`src/rtl/pla_misj_event_capture_if.sv`:
```
// ----------------------------------------------------------------------------
// pla_misj_event_capture_if
//   Event drain channel of the misj PLA event capture stage.
//   The master (capture block) presents the FIFO head. The slave (status/trace
//   logic) accepts the head by raising ev_ready.
//
//   ev_valid  master->slave  FIFO non-empty
//   ev_ready  slave->master  consumer accepts the head event
//   ev_data   master->slave  new z value of the head event
//   ev_diff   master->slave  masked changed bits of the head event
//   ev_stamp  master->slave  timestamp of the head event (TS_W bits)
// ----------------------------------------------------------------------------
interface pla_misj_event_capture_if #(
    parameter int TS_W = 16
) ();
    logic            ev_valid;
    logic            ev_ready;
    logic [13:0]     ev_data;
    logic [13:0]     ev_diff;
    logic [TS_W-1:0] ev_stamp;

    modport master (
        output ev_valid,
        output ev_data,
        output ev_diff,
        output ev_stamp,
        input  ev_ready
    );

    modport slave (
        input  ev_valid,
        input  ev_data,
        input  ev_diff,
        input  ev_stamp,
        output ev_ready
    );
endinterface

```
`src/rtl/pla_misj_event_capture.sv`:
```
// ----------------------------------------------------------------------------
// pla_misj_event_capture
//   Samples the 14-bit misj PLA output vector on z_valid and compares it with
//   a held baseline. Every masked change is pushed as {z, diff, timestamp}
//   into a DEPTH-entry FIFO, which is drained over the ev channel. Pushes that
//   arrive while the FIFO is full are dropped. Drops set a sticky overflow
//   flag and increment a saturating drop counter.
//
//   Ports:
//     clk         clock
//     rst         asynchronous active-high reset
//     z_in        PLA outputs, bit i = z(i)
//     z_valid     sample strobe
//     ovf_clear   clears overflow and drop_cnt (a simultaneous drop wins)
//     ev          event channel (master modport): ev_valid/ev_ready,
//                 ev_data, ev_diff, ev_stamp. These read 0 when the FIFO is empty.
//     fifo_level  FIFO occupancy, 0..DEPTH
//     overflow    sticky, set when an event is dropped
//     drop_cnt    dropped events, saturating
//
//   Optional build macro PLA_MISJ_EVCAP_GLITCH_FILTER_EN:
//     when it is defined, a changed masked value must appear on two
//     consecutive samples before it is compared and baselined.
// ----------------------------------------------------------------------------
module pla_misj_event_capture #(
    parameter int          DEPTH  = 8,
    parameter int          TS_W   = 16,
    parameter logic [13:0] Z_MASK = 14'h0FFF,
    parameter int          DROP_W = 8
) (
    input  logic                       clk,
    input  logic                       rst,
    input  logic [13:0]                z_in,
    input  logic                       z_valid,
    input  logic                       ovf_clear,
    pla_misj_event_capture_if.master   ev,
    output logic [$clog2(DEPTH):0]     fifo_level,
    output logic                       overflow,
    output logic [DROP_W-1:0]          drop_cnt
);

    localparam int AW = $clog2(DEPTH);

    generate
        if (DEPTH < 2 || DEPTH > 64 || (DEPTH & (DEPTH - 1)) != 0) begin : g_bad_depth
            $error("DEPTH must be a power of two in 2..64");
        end
    endgenerate

    typedef enum logic {
        ST_INIT,
        ST_RUN
    } state_t;

    state_t          state;
    logic [13:0]     baseline;
    logic [TS_W-1:0] ts;

    // Compare stage (combinational from the registered baseline and z_in,
    // consumed only by the FIFO write at the sampling edge)
    logic [13:0] diff;
    logic        push_req;
    logic        base_load;

`ifdef PLA_MISJ_EVCAP_GLITCH_FILTER_EN
    logic [13:0] pend_val;
    logic        pend_valid;
    logic        pend_set;
    logic        pend_clr;
    logic [13:0] cur_masked;
`endif

    // FIFO storage and pointers
    logic [13:0]     mem_data  [DEPTH];
    logic [13:0]     mem_diff  [DEPTH];
    logic [TS_W-1:0] mem_stamp [DEPTH];
    logic [AW-1:0]   wr_ptr;
    logic [AW-1:0]   rd_ptr;
    logic [AW:0]     count;
    logic            empty;
    logic            full;
    logic            pop;
    logic            push_ok;
    logic            drop;

    // ------------------------------------------------------------------
    // Timestamp: free running and wraps naturally
    // ------------------------------------------------------------------
    always_ff @(posedge clk or posedge rst) begin
        if (rst) begin
            ts <= '0;
        end else begin
            ts <= ts + TS_W'(1);
        end
    end

    // ------------------------------------------------------------------
    // Compare
    // ------------------------------------------------------------------
    always_comb begin
        diff      = (z_in ^ baseline) & Z_MASK;
        push_req  = 1'b0;
        base_load = 1'b0;
`ifdef PLA_MISJ_EVCAP_GLITCH_FILTER_EN
        cur_masked = z_in & Z_MASK;
        pend_set   = 1'b0;
        pend_clr   = 1'b0;
        if (z_valid) begin
            if (state == ST_INIT) begin
                base_load = 1'b1;
                pend_clr  = 1'b1;
            end else if (diff == '0) begin
                // Back to the baseline value. Any pending candidate was a glitch.
                base_load = 1'b1;
                pend_clr  = 1'b1;
            end else if (pend_valid && pend_val == cur_masked) begin
                // Second consecutive sight of the same value confirms it.
                push_req  = 1'b1;
                base_load = 1'b1;
                pend_clr  = 1'b1;
            end else begin
                pend_set  = 1'b1;
            end
        end
`else
        if (z_valid) begin
            base_load = 1'b1;
            push_req  = (state == ST_RUN) && (diff != '0);
        end
`endif
    end

    // ------------------------------------------------------------------
    // FSM: INIT takes the first sample as the baseline, RUN compares
    // ------------------------------------------------------------------
    always_ff @(posedge clk or posedge rst) begin
        if (rst) begin
            state    <= ST_INIT;
            baseline <= '0;
`ifdef PLA_MISJ_EVCAP_GLITCH_FILTER_EN
            pend_val   <= '0;
            pend_valid <= 1'b0;
`endif
        end else begin
            if (base_load) begin
                baseline <= z_in;
            end
            if (z_valid && state == ST_INIT) begin
                state <= ST_RUN;
            end
`ifdef PLA_MISJ_EVCAP_GLITCH_FILTER_EN
            if (pend_set) begin
                pend_val   <= cur_masked;
                pend_valid <= 1'b1;
            end else if (pend_clr) begin
                pend_valid <= 1'b0;
            end
`endif
        end
    end

    // ------------------------------------------------------------------
    // FIFO control
    // ------------------------------------------------------------------
    always_comb begin
        empty   = (count == '0);
        full    = (count == (AW + 1)'(DEPTH));
        pop     = !empty && ev.ev_ready;
        // A pop in the same cycle frees the slot, so a full FIFO still accepts.
        push_ok = push_req && (!full || pop);
        drop    = push_req && full && !pop;
    end

    always_ff @(posedge clk or posedge rst) begin
        if (rst) begin
            wr_ptr <= '0;
            rd_ptr <= '0;
            count  <= '0;
        end else begin
            if (push_ok) begin
                wr_ptr <= wr_ptr + AW'(1);
            end
            if (pop) begin
                rd_ptr <= rd_ptr + AW'(1);
            end
            case ({push_ok, pop})
                2'b10:   count <= count + (AW + 1)'(1);
                2'b01:   count <= count - (AW + 1)'(1);
                default: count <= count;
            endcase
        end
    end

    always_ff @(posedge clk) begin
        if (push_ok) begin
            mem_data[wr_ptr]  <= z_in;
            mem_diff[wr_ptr]  <= diff;
            mem_stamp[wr_ptr] <= ts;
        end
    end

    always_comb begin
        ev.ev_valid = !empty;
        if (empty) begin
            ev.ev_data  = '0;
            ev.ev_diff  = '0;
            ev.ev_stamp = '0;
        end else begin
            ev.ev_data  = mem_data[rd_ptr];
            ev.ev_diff  = mem_diff[rd_ptr];
            ev.ev_stamp = mem_stamp[rd_ptr];
        end
        fifo_level = count;
    end

    // ------------------------------------------------------------------
    // Overflow tracking: a drop overrides a coincident clear
    // ------------------------------------------------------------------
    always_ff @(posedge clk or posedge rst) begin
        if (rst) begin
            overflow <= 1'b0;
            drop_cnt <= '0;
        end else if (drop) begin
            overflow <= 1'b1;
            if (ovf_clear) begin
                drop_cnt <= DROP_W'(1);
            end else if (drop_cnt != '1) begin
                drop_cnt <= drop_cnt + DROP_W'(1);
            end
        end else if (ovf_clear) begin
            overflow <= 1'b0;
            drop_cnt <= '0;
        end
    end

endmodule
```
`src/flat_wrapper.sv`:
```
// flat-port wrapper written by rule: the top's interface ports become plain ports
module pla_misj_event_capture_flat 
#(
    parameter int          DEPTH  = 8,
    parameter int          TS_W   = 16,
    parameter logic [13:0] Z_MASK = 14'h0FFF,
    parameter int          DROP_W = 8
)
  (clk, rst, z_in, z_valid, ovf_clear, fifo_level, overflow, drop_cnt, ev_ev_valid, ev_ev_data, ev_ev_diff, ev_ev_stamp, ev_ev_ready);
  pla_misj_event_capture_if #(.TS_W(TS_W)) ev_i ();
  input  logic clk;
  input  logic rst;
  input  logic [13:0] z_in;
  input  logic z_valid;
  input  logic ovf_clear;
  output logic [$clog2(DEPTH):0] fifo_level;
  output logic overflow;
  output logic [DROP_W-1:0] drop_cnt;
  output wire logic [$bits(ev_i.ev_valid)-1:0] ev_ev_valid;
  output wire logic [$bits(ev_i.ev_data)-1:0] ev_ev_data;
  output wire logic [$bits(ev_i.ev_diff)-1:0] ev_ev_diff;
  output wire logic [$bits(ev_i.ev_stamp)-1:0] ev_ev_stamp;
  input wire logic [$bits(ev_i.ev_ready)-1:0] ev_ev_ready;
  assign ev_ev_valid = ev_i.ev_valid;
  assign ev_ev_data = ev_i.ev_data;
  assign ev_ev_diff = ev_i.ev_diff;
  assign ev_ev_stamp = ev_i.ev_stamp;
  assign ev_i.ev_ready = ev_ev_ready;
  pla_misj_event_capture #(.DEPTH(DEPTH), .TS_W(TS_W), .Z_MASK(Z_MASK), .DROP_W(DROP_W)) u_core (.clk(clk), .rst(rst), .z_in(z_in), .z_valid(z_valid), .ovf_clear(ovf_clear), .ev(ev_i), .fifo_level(fifo_level), .overflow(overflow), .drop_cnt(drop_cnt));
endmodule
```
`config.mk`:
```
export PLATFORM = sky130hd
export DESIGN_NAME = pla_misj_event_capture_flat
export DESIGN_NICKNAME = d
export VERILOG_FILES = /design/src/rtl/pla_misj_event_capture_if.sv /design/src/rtl/pla_misj_event_capture.sv /design/src/flat_wrapper.sv
export SDC_FILE = /design/constraint.sdc
export NUM_CORES = 1
export LEC_CHECK = 0
export CAP_MARGIN = 20
export CORE_ASPECT_RATIO = 0.5
export CORE_UTILIZATION = 50
export CTS_CLUSTER_DIAMETER = 100
export DETAILED_ROUTE_END_ITERATION = 12
export PLACE_DENSITY_LB_ADDON = 0.3
export SYNTH_ARGS = -nofsm -noshare
export SYNTH_HDL_FRONTEND = slang
export SYNTH_SLANG_ARGS = --single-unit
```
`constraint.sdc`:
```
create_clock -name clk -period 14.9 [get_ports clk]
set_clock_uncertainty 0.15 [all_clocks]
set_input_delay 2.98 -clock clk [delete_from_list [all_inputs] [get_ports clk]]
set_output_delay 2.98 -clock clk [all_outputs]
set_load 0.01 [all_outputs]
```
# --- Word level (Yosys, flattened, before mapping) ---
# Memory sizes are Yosys's and may differ from the RTL's.
# Cells that the tools add are included.
totals:
  memories: 3
  ff_bits: 48
  ramBits: 336
  output_inout_bits: 58
  elab_cells: 53
memory_table:
  columns: ["memory", "words", "width", "read_ports", "rd_clocked_by_memory_dff", "write_ports", "line_no", "text"]
  rows:
  - ["u_core.mem_stamp", 8, 16, 1, 0, 1, "pla_misj_event_capture.sv:76", "logic [TS_W-1:0] mem_stamp [DEPTH];"]
  - ["u_core.mem_data", 8, 14, 1, 0, 1, "pla_misj_event_capture.sv:74", "logic [13:0] mem_data [DEPTH];"]
  - ["u_core.mem_diff", 8, 12, 1, 0, 1, "pla_misj_event_capture.sv:75", "logic [13:0] mem_diff [DEPTH];"]
classes:
  reduce_logical: 16
  addsub: 6
  mux: 14
  eq_ne: 4
  n_bitwise: 2
op_table:
  columns: ["cell", "n"]
  rows:
  - ["$mux W8", 4]
  - ["$mux W14", 2]
  - ["$add A16 B1 Y16 const B", 1]
  - ["$mux W16", 1]
  - ["$reduce_bool A14 Y1", 1]
  - ["$xor A12 B12 Y12", 1]
  - ["$add A8 B1 Y8 const B", 1]
  - ["$ne A8 B8 Y1 const B", 1]
  - ["$pmux W4 S2", 1]
  - ["$add A3 B1 Y3 const B", 2]
  - ["$logic_and A1 B1 Y1", 6]
  - ["$mux W1", 6]
  - ["$reduce_bool A2 Y1", 3]
  - ["$add A4 B1 Y4 const B", 1]
  - ["$eq A4 B4 Y1 const B", 1]
  - ["$logic_not A4 Y1", 1]
  - ["$sub A4 B1 Y4 const B", 1]
  - ["$logic_not A1 Y1", 3]
  - ["$eq A2 B1 Y1 const B", 1]
  - ["$eq A2 B2 Y1 const B", 1]
  - ["$reduce_and A2 Y1", 1]
  - ["$logic_or A1 B1 Y1", 1]
  - ["$not A1 Y1", 1]

# --- Logic depth before layout (Yosys ltp) ---
depth:
  word_depth: 8
  mapped_depth: 11
  ltp_nobuf: 11

# --- Worst setup path after synthesis ---
# No wires, ideal clock.
synth_path:
  kind: "input-to-reg"
  from: "input z_in[1]"
  to: "memory u_core.mem_data[2][0], enable pin"
  setup_slack_ps: 5800
  arrival_ps: 8389
  cell_stages: 6
  t_required_ps: 14189
  path_cell_list: "xor2_1 or4_4 o31a_1 buf_6 nand2_1 nor4b_1"
synth_via:
  elab_chain_cells: 7
synth_rtl:
  columns: ["element", "line_no", "text"]
  rows:
  - ["start, declared", "flat_wrapper.sv:13", "input logic [13:0] z_in;"]
  - ["$xor A12 B12 Y12", "pla_misj_event_capture.sv:101", "diff = (z_in ^ baseline) & Z_MASK;"]
  - ["$reduce_bool A14 Y1", "pla_misj_event_capture.sv:128", "push_req = (state == ST_RUN) && (diff != '0);"]
  - ["$logic_and A1 B1 Y1", "pla_misj_event_capture.sv:128", null]
  - ["$mux W1", "pla_misj_event_capture.sv:126", "if (z_valid) begin"]
  - ["$logic_and A1 B1 Y1", "pla_misj_event_capture.sv:170", "push_ok = push_req && (!full || pop);"]
  - ["$mux W1", "pla_misj_event_capture.sv:195", "if (push_ok) begin"]
  - ["$mux W1 (not written as such)", "pla_misj_event_capture.sv:196", "mem_data[wr_ptr] <= z_in;"]
  - ["end, declared", "pla_misj_event_capture.sv:74", null]
# Every way passes these cells.

# --- Worst setup path after layout ---
layout_path:
  from: "register u_core.rd_ptr[0]"
  to: "output ev_ev_diff[10]"
layout_via:
  elab_chain_cells: 2
layout_rtl:
  columns: ["element", "line_no", "text"]
  rows:
  - ["start, declared", "pla_misj_event_capture.sv:78", "logic [AW-1:0] rd_ptr;"]
  - ["start signal, assigned", "pla_misj_event_capture.sv:184", "rd_ptr <= rd_ptr + AW'(1);"]
  - ["$mem_v2 Z8 W12", null, null]
  - ["$mux W14", "pla_misj_event_capture.sv:204", "if (empty) begin"]
  - ["end, declared", "flat_wrapper.sv:21", "output wire logic [$bits(ev_i.ev_diff)-1:0] ev_ev_diff;"]
# Every way passes these cells.

==> impl_metrics.json <==
{
  "status": "completed",
  "grt_pass1_wl_mm": 45.4,
  "cts_setup_buffers": 0,
  "dp.cells": 1203,
  "clock_sinks": 384,
  "p_leak_nw": 6.01,
  "crit_type": "register to primary output",
  "synthDistinctLibCells": 48,
  "top_layer_used": "met4",
  "cts_hold_buffers": 0,
  "yosysTopAreaCell": "edfxtp_1",
  "first_pass_iters": 5,
  "seq_area_frac_synth": 0.747,
  "drt_first_iter_violations": 655,
  "critPathRequiredTime_ns": 11.77,
  "synth_edf_count": 336,
  "path_delay_family": "buffers and inverters",
  "synth_seq_cells": 384,
  "rsz0062_at_grt": "false",
  "gr-total-overflow": 0,
  "slowest_delay_ns": 1.02,
  "ir_drop_uv": 89.9,
  "period_share": 0.471,
  "root_buffer": "clkbuf_16",
  "wl_met2_mm": 14.1,
  "critPathSlowestCell": "dfrtp_4",
  "netlist.area_leader.share": 0.667,
  "fp.coreArea_um2": 29300,
  "wl_per_cell_um": 23.2,
  "path_cells": "buf_4, mux4_2, mux2i_1, nor2_1, clkdlybuf4s50_1",
  "die_h_um": 125,
  "cts_tree": "yes",
  "hold_start": "u_core.state$_DFFE_PP0P_",
  "syn-mean-instance-area_um2": 20.0,
  "async_flop_share": 0.125,
  "post-route-drc-count": 0,
  "drive_gt1_frac": 0.221,
  "arrival_ns": 3.88,
  "cts_resized": 0,
  "row_count": 44,
  "cts_made_buffers": 34,
  "hp-class": "register to register",
  "cp-start-kind": "register",
  "m1WireLength_mm": 13.3,
  "cp_max_fo": 44,
  "cp-end-kind": "primary output",
  "grt_max_degree": 55,
  "p_per_area_nw_per_um2": 191,
  "grt_pass1_vias": 7779,
  "fin_tns_setup_ns": 0,
  "dp_hpwl_mm": 15.9,
  "path_buf_inv": 2,
  "cts_buffer_depth": 3,
  "path_clk_slew_ns": 0.07,
  "synth_common_cells": "336 x edfxtp_1, 84 x mux4_2, 53 x nor2_1",
  "final_cells": 1264,
  "grtUsageTotal": 0.197,
  "dieWidth_um": 248,
  "dr_total_vias": 7302,
  "slew_violations": 0,
  "finalCriticalPeriod_ns": 7.01,
  "ant_nets": 0,
  "tightest_slew_ns": 0.981,
  "die-area_um2": 31000,
  "r2r_start": "u_core.baseline[0]$_DFFE_PP0P_",
  "synth_most_common_cell": "edfxtp_1",
  "synth_cells": 755,
  "num_antenna_cells": 0,
  "h-tree-depth": 2,
  "routabilityCongestion": 0.740,
  "cap_violations": 0,
  "hold_viol_final": 0,
  "drt-total-wl_mm": 29.3,
  "synth-warning-count": 0,
  "fin_nets": 874,
  "synth_ff_type": "edfxtp_1",
  "fmax_ghz": 0.143,
  "wl_met3_mm": 1.30,
  "antenna_found_initial": 0,
  "setup_viol": 0,
  "avgViaCountPerCell": 5.78,
  "yosys-top-cells-area": "edfxtp_1 67%, mux4_2 13%, dfrtp_1 7.9%, mux2i_1 2.8%, nor2_1 1.3%",
  "slew_headroom": 0.344,
  "io-pin-count": 77,
  "initial_utilization": 0.515,
  "cp-startpoint": "u_core.rd_ptr[0]$_DFFE_PP0P_",
  "netlist_area_um2": 15100,
  "clk_latency_ns": 0.52,
  "portBuffers": 74,
  "area_growth_pct": 16.0
}
==> routing by layer <==
layer	vias to the layer above	global-route usage
li1	3204	-
met1	3888	0.289
met2	158	0.311
met3	52	0.0339
met4	0	0.0480
met5	-	0
==> metrics by stage <==
stage	area [um^2]	setup slack [ns]	total power, mW	hold WS [ns]	util
after floorplan	15100	5.80	2.06	0.278	-
after global placement	16400	7.67	2.48	0.295	0.558
after detailed placement	16400	7.55	2.49	0.300	0.558
after CTS	17500	7.75	3.40	0.324	0.598
after global routing	17500	7.57	3.51	0.338	0.598
final	17500	7.89	3.36	0.323	0.598
==> report_power, final <==
part	internal [mW]	switching (mW)	leakage (nW)
combinational	0.527	0.487	1.69
sequential	1.33	0.106	3.75
clock	0.533	0.375	0.575
==> state kept, by name (all words and copies together) (netlist names) <==
register / count
u_core.wr_ptr: 3
u_core.state: 1
u_core.rd_ptr: 3
u_core.overflow: 1
u_core.mem_data: 112
u_core.fifo_level: 4
u_core.mem_stamp: 128
u_core.mem_diff: 96
u_core.drop_cnt: 8
u_core.baseline: 12
u_core.ts: 16
==> final cells by class <==
class,count,area [um^2]
clock buffers,40,925
clock inverters,21,235
fillers,2074,11800
inverters,12,45.0
multi-input cells,324,3680
flip-flops and latches,384,11300
well taps,391,489
repair buffers,92,876
==> placed cells by master, fill, tap and decap left out, types with 3 or more instances in the layout <==
cell type	n
edfxtp_1	336
mux4_2	84
clkdlybuf4s50_1	74
nor2_1	52
dfrtp_1	45
mux2i_1	43
clkbuf_16	35
buf_4	18
xor2_1	16
xnor2_1	16
mux2_2	14
nand2_1	14
nand3_1	12
inv_1	11
clkinv_2	10
ha_1	6
or4_1	5
nand4_1	5
nor3_1	5
a21oi_1	5
bufinv_16	5
or2_2	4
o21ai_0	4
and3_1	3
o31ai_1	3
clkbuf_8	3
clkinv_1	3
==> worst paths after layout <==
| kind | endpoint | cells past startpoint | slack [ns] |
|---|---|---|---|
| max | ev_ev_diff[10] | 5 | 7.89 |
| min | u_core.state$_DFFE_PP0P_ | 1 | 0.32 |
| max reg2reg | u_core.mem_diff[1][7]$_DFFE_PP_ | 6 | 10.79 |
| min reg2reg | u_core.state$_DFFE_PP0P_ | 1 | 0.32 |
| max in group asynchronous | u_core.rd_ptr[1]$_DFFE_PP0P_ | 3 | 11.20 |
| min in group asynchronous | u_core.state$_DFFE_PP0P_ | 3 | 2.83 |
==> cell families after synthesis <==
family	count (synthesis)	share of synthesized area
simple gates	119	0.0388
flops	384	0.747
xor+xnor	32	0.0185
compound gates	21	0.00968
fa+ha+maj	7	0.00629
mux	143	0.166
other cells	1	0.000248
buf+inv	48	0.0140
(Power assumes the default switching activity.)
